## src/rtl/fibonacci_index_decoder.sv

```systemverilog
// fibonacci_index_decoder
//
// Inverse of the Fibonacci generator: given an unsigned target N, walks the
// recurrence F0=0, F1=1, F(k+2)=F(k)+F(k+1), one term per clock, and reports
// whether N is a Fibonacci number and at which index.
//
// Ports
//   clk     rising-edge clock
//   reset   asynchronous, active-low reset
//   start   request, sampled only while the FSM is idle
//   N       target value, latched on an accepted start
//   ready   high while idle
//   busy    high while searching
//   done    one-cycle completion pulse
//   is_fib  1 when N equals some F(k)
//   index   smallest k with F(k) == N, or the first k with F(k) > N
//
// Result semantics
//   N=1 matches F1 before F2 is ever visited, so the smallest index is
//   reported without any special casing.
//   is_fib/index are captured on the final comparison and hold until the next
//   completed search; a reset clears them and discards an aborted search.
//
// Timing
//   ready/busy/done are registered copies of the FSM state, one cycle behind
//   it. For a start accepted at edge t with result index k, busy is high for
//   k+1 cycles and done pulses in the cycle after edge t+2+k (latency k+2).
//   No combinational path exists from start or N to any output.

module fibonacci_index_decoder #(
  parameter int unsigned WIDTH = 8,
  parameter int unsigned IDX_W = 5
) (
  input  logic             clk,
  input  logic             reset,
  input  logic             start,
  input  logic [WIDTH-1:0] N,
  output logic             ready,
  output logic             busy,
  output logic             done,
  output logic             is_fib,
  output logic [IDX_W-1:0] index
);

  // Two guard bits: a <= 2^WIDTH-1 while the search continues, and
  // b < 2*a + 2 < 2^(WIDTH+2), so a+b cannot wrap before termination.
  localparam int unsigned AccW = WIDTH + 2;

  typedef enum logic [1:0] {
    StIdle,
    StSearch,
    StDone
  } state_e;

  state_e state_q, state_d;

  // Recurrence registers: a = F(k), b = F(k+1).
  logic [AccW-1:0]  a_q, a_d;
  logic [AccW-1:0]  b_q, b_d;
  logic [IDX_W-1:0] k_q, k_d;
  logic [WIDTH-1:0] tgt_q, tgt_d;

  // Result registers.
  logic             is_fib_q, is_fib_d;
  logic [IDX_W-1:0] index_q, index_d;

  // Status outputs, registered from the current state.
  logic ready_q, busy_q, done_q;

  logic [AccW-1:0] tgt_ext;
  logic            hit;
  logic            over;

  assign tgt_ext = AccW'(tgt_q);
  assign hit     = (a_q == tgt_ext);
  assign over    = (a_q > tgt_ext);

  // Next-state and datapath.
  always_comb begin
    state_d  = state_q;
    a_d      = a_q;
    b_d      = b_q;
    k_d      = k_q;
    tgt_d    = tgt_q;
    is_fib_d = is_fib_q;
    index_d  = index_q;

    unique case (state_q)
      StIdle: begin
        if (start) begin
          tgt_d   = N;
          a_d     = '0;
          b_d     = AccW'(1);
          k_d     = '0;
          state_d = StSearch;
        end
      end

      StSearch: begin
        if (hit) begin
          is_fib_d = 1'b1;
          index_d  = k_q;
          state_d  = StDone;
        end else if (over) begin
          // k is the index of the first term exceeding the target.
          is_fib_d = 1'b0;
          index_d  = k_q;
          state_d  = StDone;
        end else begin
          a_d = b_q;
          b_d = a_q + b_q;
          k_d = k_q + IDX_W'(1);
        end
      end

      StDone: begin
        state_d = StIdle;
      end

      default: begin
        state_d = StIdle;
      end
    endcase
  end

  // FSM and datapath state.
  always_ff @(posedge clk or negedge reset) begin
    if (!reset) begin
      state_q  <= StIdle;
      a_q      <= '0;
      b_q      <= '0;
      k_q      <= '0;
      tgt_q    <= '0;
      is_fib_q <= 1'b0;
      index_q  <= '0;
    end else begin
      state_q  <= state_d;
      a_q      <= a_d;
      b_q      <= b_d;
      k_q      <= k_d;
      tgt_q    <= tgt_d;
      is_fib_q <= is_fib_d;
      index_q  <= index_d;
    end
  end

  // Status flops trail the FSM by one cycle, which places done after the
  // result registers have settled and gives the k+2 start-to-done latency.
  always_ff @(posedge clk or negedge reset) begin
    if (!reset) begin
      ready_q <= 1'b1;
      busy_q  <= 1'b0;
      done_q  <= 1'b0;
    end else begin
      ready_q <= (state_q == StIdle);
      busy_q  <= (state_q == StSearch);
      done_q  <= (state_q == StDone);
    end
  end

  assign ready  = ready_q;
  assign busy   = busy_q;
  assign done   = done_q;
  assign is_fib = is_fib_q;
  assign index  = index_q;

endmodule

```

## config.mk

```make
export PLATFORM = sky130hd
export DESIGN_NAME = fibonacci_index_decoder
export DESIGN_NICKNAME = d
export VERILOG_FILES = /design/src/rtl/fibonacci_index_decoder.sv
export SDC_FILE = /design/constraint.sdc
export NUM_CORES = 1
export LEC_CHECK = 0
export ABC_CLOCK_PERIOD_IN_PS = 3020
export CORE_MARGIN = 8
export CORE_UTILIZATION = 50
export DETAILED_ROUTE_END_ITERATION = 16
export HOLD_SLACK_MARGIN = 0.15
export PLACE_DENSITY = 0.7
export SKIP_CTS_REPAIR_TIMING = 1
export SLEW_MARGIN = 20
export SYNTH_ARGS = -nofsm -noshare
export SYNTH_HDL_FRONTEND = slang
export SYNTH_SLANG_ARGS = --single-unit
```

## constraint.sdc

```tcl
create_clock -name clk -period 3.02 [get_ports clk]
set_clock_uncertainty 0.05 [all_clocks]
set_input_delay 0.755 -clock clk [delete_from_list [all_inputs] [get_ports clk]]
set_output_delay 0.755 -clock clk [all_outputs]
set_load 0.05 [all_outputs]
```

Word level (Yosys, flattened, before mapping)
Cells that the tools add are included.
- bits in registers: 44
- logic and storage cells: 47
- add/sub/neg operators: 2
- $lt $le $gt $ge: 1
- equal/unequal tests: 7
- multiplexer cells: 20
- reductions and logical operators: 7
- operators by type and width (operator ; count):
    $mux W10 ; 6
    $pmux W10 S2 ; 2
    $mux W5 ; 5
    $add A10 B10 Y10 ; 1
    $eq A10 B8 Y1 ; 1
    $gt A10 B8 Y1 ; 1
    $pmux W5 S2 ; 1
    $mux W2 ; 3
    $ne A2 B2 Y1 const B ; 3
    $reduce_and A2 Y1 ; 3
    $add A5 B1 Y5 const B ; 1
    $pmux W2 S2 ; 1
    $reduce_and A4 Y1 ; 1
    $reduce_bool A2 Y1 ; 2
    $ne A3 B3 Y1 const B ; 1
    $eq A2 B1 Y1 const B ; 1
    $eq A2 B2 Y1 const B ; 1
    $logic_not A2 Y1 ; 1
    $mux W1 ; 2

Depth between registers and ports, before layout
- depth after elaboration: 4
- depth in mapped cells: 10
- gate-level depth less buffers: 9

Worst setup path before layout
No wires, ideal clock.
- kind: register to register
- start point: register a_q[4]
- end point: register b_q[9]
- setup time: 0.126 ns
- arrival time: 1.973 ns
- setup slack: 0.871 ns
- cell stages (with the launch flop): 9
- buffers on the path: 1
- cells stage by stage: dfrtp_1 ha_1 and4_1 o21a_1 o31ai_2 and4_1 buf_4 a21oi_4 a221o_1
- longest elaborated chain between the ends: 4
- elaborated cells on any way between the ends: 9
- those cells by class: 1 x add/sub; 1 x order compare; 3 x eq/ne; 3 x mux; 1 x reduce/logical
- ends and longest elaborated chain (what ; line ; source):
    start, declared ; 58 ; logic [AccW-1:0] a_q, a_d;
    start signal, assigned ; 130 ; a_q <= '0;
    start signal, assigned ; 138 ; a_q <= a_d;
    $add A10 B10 Y10 ; 111 ; b_d = a_q + b_q;
    $mux W10 ; 104 ; end else if (over) begin
    $mux W10 ; 100 ; if (hit) begin
    $pmux W10 S2 ; 88 ; unique case (state_q)
    end signal, assigned ; 131 ; b_q <= '0;
    end signal, assigned ; 139 ; b_q <= b_d;
    end, declared ; 59 ; logic [AccW-1:0] b_q, b_d;
Parallel ways exist; a longest one is shown, timed or not. The select of a mux whose other input is x is not followed.
A chain may end at the register's enable or synchronous reset.

Worst setup path in the final report
- start point: register a_q[7]
- end point: register a_q[9]
- longest elaborated chain between the ends: 3
- elaborated cells on any way between the ends: 5
- those cells by class: 1 x order compare; 3 x eq/ne; 1 x reduce/logical
- ends and longest elaborated chain (what ; line):
    $gt A10 B8 Y1 / $eq A10 B8 Y1 (equally long branches) ; 76, 75
    $ne A2 B2 Y1 (no line) ; --
    $reduce_and A4 Y1 (no line) (*) ; --
Every way passes the cells marked *; elsewhere a longest branch is shown, timed or not.

==> results.md <==
* Status: completed
* Min cycle time layout at approximately 2500 ps
* YS warnings at 0
* Worst Path Max Fanout at 15
* Final total power at 0.00297 W
* Leak Pwr at 1.23 nW
* Vias per cell at about 5.6
* Clock root cell: clkbuf_8
* # diodes at 0
* Row cnt at 25
* DR pass1 iterations at 4
* CTS sink cnt at 44
* Required @ worst endpoint at about 3200 ps
* Die Y-Extent at 85.1 µm
* Post-DP HPWL at 3370 µm
* NumNets Final at between 200 and 300
* Gr ovfl total at 0
* Slowest stage delay, CP at between 400 and 500 ps
* Commonest cells in the netlist: dfrtp_1 (43), nand2_1 (22), nand3_1 (19)
* Port buffer count at 19
* DRT antenna net count at 0
* Worst-path clk slew at 90 ps
* Post-route insts no fill at a little over 300
* Reg2reg end: a_q[9]
* Power per cell area at approximately 1100 nW/µm²
* RD Place Congestion at a little over 0.8
* First-pass GRT wire length at between 8000 and 9000 µm
* Avg WL per Cell at around 15 µm
* Largest area contributor in the netlist: dfrtp_1
* CTS tree: yes
* Fin. max-slew vios at 0
* Post-Route Setup TNS at 0 ps
* Initial antenna violation count at 0
* Max_cap viols at 0
* Max_slew headroom at 37.4%
* Routed vias at ~1700
* H-tree lvl count at 2
* Startpoint Class: flop
* Top area cells in the synthesized netlist: dfrtp_1 (45%), ha_1 (9.4%), mux2_2 (6.1%)
* Final setup vio count at 0
* I/O pins at 20
* Critical path endpoint category: flop
* Synth async-reset ratio at between 90% and 100%
* Ratio of cells with drive above 1 in the final layout at 13.8%
* WS Path Type: reg2reg
* Placed cells at 299
* CP max stage cell: a21oi_4
* R2r setup slk at roughly 520 ps
* Seq cells post-synth at 44
* Number of DRC markers in iteration 0 at 75
* Worst reg2reg path depth at 7
* Core Area at approximately 4700 µm²
* WHS Path Cells at 1
* Die ar. at between 7000 and 8000 µm²
* Die W at between 80 and 90 µm
* Pin count of the biggest net entering global routing at 45
* Hold Path Sink: done
* Bufs on Longest Clock Path at 2
* GRT Overall Usage at 14.0%
* Syn avg cell area at a little over 10 µm²
* Aggregate routed wire length at around 4700 µm
* Fmax at between 300 and 400 MHz
* CP Cell Sequence: ha_1, nand2_1, nor3_2, nand4_1, and4_1, a21oi_4, mux2_1
* Hold Crit Class: reg2reg
* Syn Std Cell Area at about 2400 µm²
* P&R area growth vs syn at 15.2%
* Ys flop type: dfrtp_1
* Mapped Nets at around 260
* Unrepaired setup endpoints after global routing: no
* Worst Path Arrival at between 2000 and 3000 ps
* Most frequent cell after synthesis: dfrtp_1
* Initial Utilization at 51.2%
* Sequential-to-total area share from yosys stat at a little under half
* DRC at 0
* Reg2reg start: a_q[7]
* Final hold violation count at 0
* Share of the synthesized area in the top cell type at 45.1%
* TritonCTS Buffers at 5
* Tightest Pin Transition at approximately 940 ps
* Crit share post-route at between 80% and 90%
* Later-pin clock latency in the skew report at around 300 ps
* Max VDD drop at about 0.43 mV
* Number of global-route vias before repair at around 1700
* Hold_sp: state_q[0]
* Post-Syn Instances at about 230
* Cell variety after synth at 46
* Post-synth EDFFs at 0
* Final Util at between 50% and 60%
* Filler Cells Inserted at roughly 430
-- routing by layer --
layer | vias to the layer above | share of wire (%) | GRT usage, %
met5 | - | 0 | 0
met4 | 0 | 1.8 | 5.50
met3 | 8 | 5.1 | 4.15
met2 | 43 | 45 | 20.7
met1 | 817 | 48 | 18.7
li1 | 857 | - | -
-- metrics by stage --
step / setup WS, ps / hold WS, ps / instance area, µm²
2_1_floorplan: 871 / 370 / 2380
4_1_cts: 516 / 403 / 2750
3_5_place_dp: 535 / 390 / 2630
3_3_place_gp: 596 / 386 / 2630
5_1_grt: 351 / 427 / 2750
6_report: 519 / 403 / 2750
-- placed cells by master (no fill, tap or decap), drive strengths merged, types with 3 or more instances in the layout --
master	instances
mux2	14
inv	14
a21oi	7
nor3	4
nor2	9
dfrtp	43
nand2b	3
o21ai	23
xnor2	6
o31ai	4
buf	5
clkdlybuf4s50	18
ha	18
nand2	22
clkbuf	6
nor2b	3
nand3	19
and4	3
a211oi	3
-- worst max-delay path, delay by kind of cell (launching register included) --
family / cells / cell delay (ps)
simple gates: 4 / 810
compound gates: 1 / 420
flops: 1 / 410
mux: 1 / 360
fa+ha+maj: 1 / 320
-- where the power goes --
group	switching [W]	leakage, nW	internal [W]
logic	0.000915	0.600	0.000596
clock network	0.000203	0.0614	0.000270
registers	0.000162	0.570	0.000820
total	0.00128	1.23	0.00169
-- final cells by class --
class / instances / area, µm² / share of cell area [%]
clock inverters: 2 / 38.8 / 1.41
clock buffers: 6 / 82.6 / 3.01
repair buffers: 23 / 215 / 7.83
multi-input cells: 164 / 1190 / 43.3
inverters: 14 / 52.6 / 1.91
flip-flops and latches: 44 / 1100 / 40.1
well taps: 54 / 67.6 / 2.46
-- worst max path at each step --
stage / depth (start not counted) / end / start
6_report: 7 / a_q[9] / a_q[7]
5_1_grt: 7 / a_q[9] / a_q[7]
4_1_cts: 7 / a_q[9] / a_q[7]
3_5_place_dp: 7 / a_q[9] / a_q[7]
3_3_place_gp: 7 / a_q[9] / a_q[7]
2_1_floorplan: 8 / b_q[9] / a_q[4]
-- flip-flops by register name, indices dropped and copies added, names as in the netlist --
register and flops:
done 1, busy 1, index 5, b_q 10
is_fib 1, a_q 10, tgt_q 8, state_q 2
ready 1, k_q 5
-- logic make-up (layout without fill, tap and decap cells) --
family / Yosys count / after routing / synth area share, %
adder cells (fa/ha/maj): 19 / 19 / 10.3
multiplexers: 16 / 16 / 7.45
XOR/XNOR: 8 / 8 / 2.94
AO/OA/AOI/OAI: 51 / 51 / 14.5
flip-flops: 44 / 44 / 46.2
AND/OR/NAND/NOR: 70 / 70 / 14.6
buffers and inverters: 23 / 45 / 3.93
(Power assumes the default switching activity.)
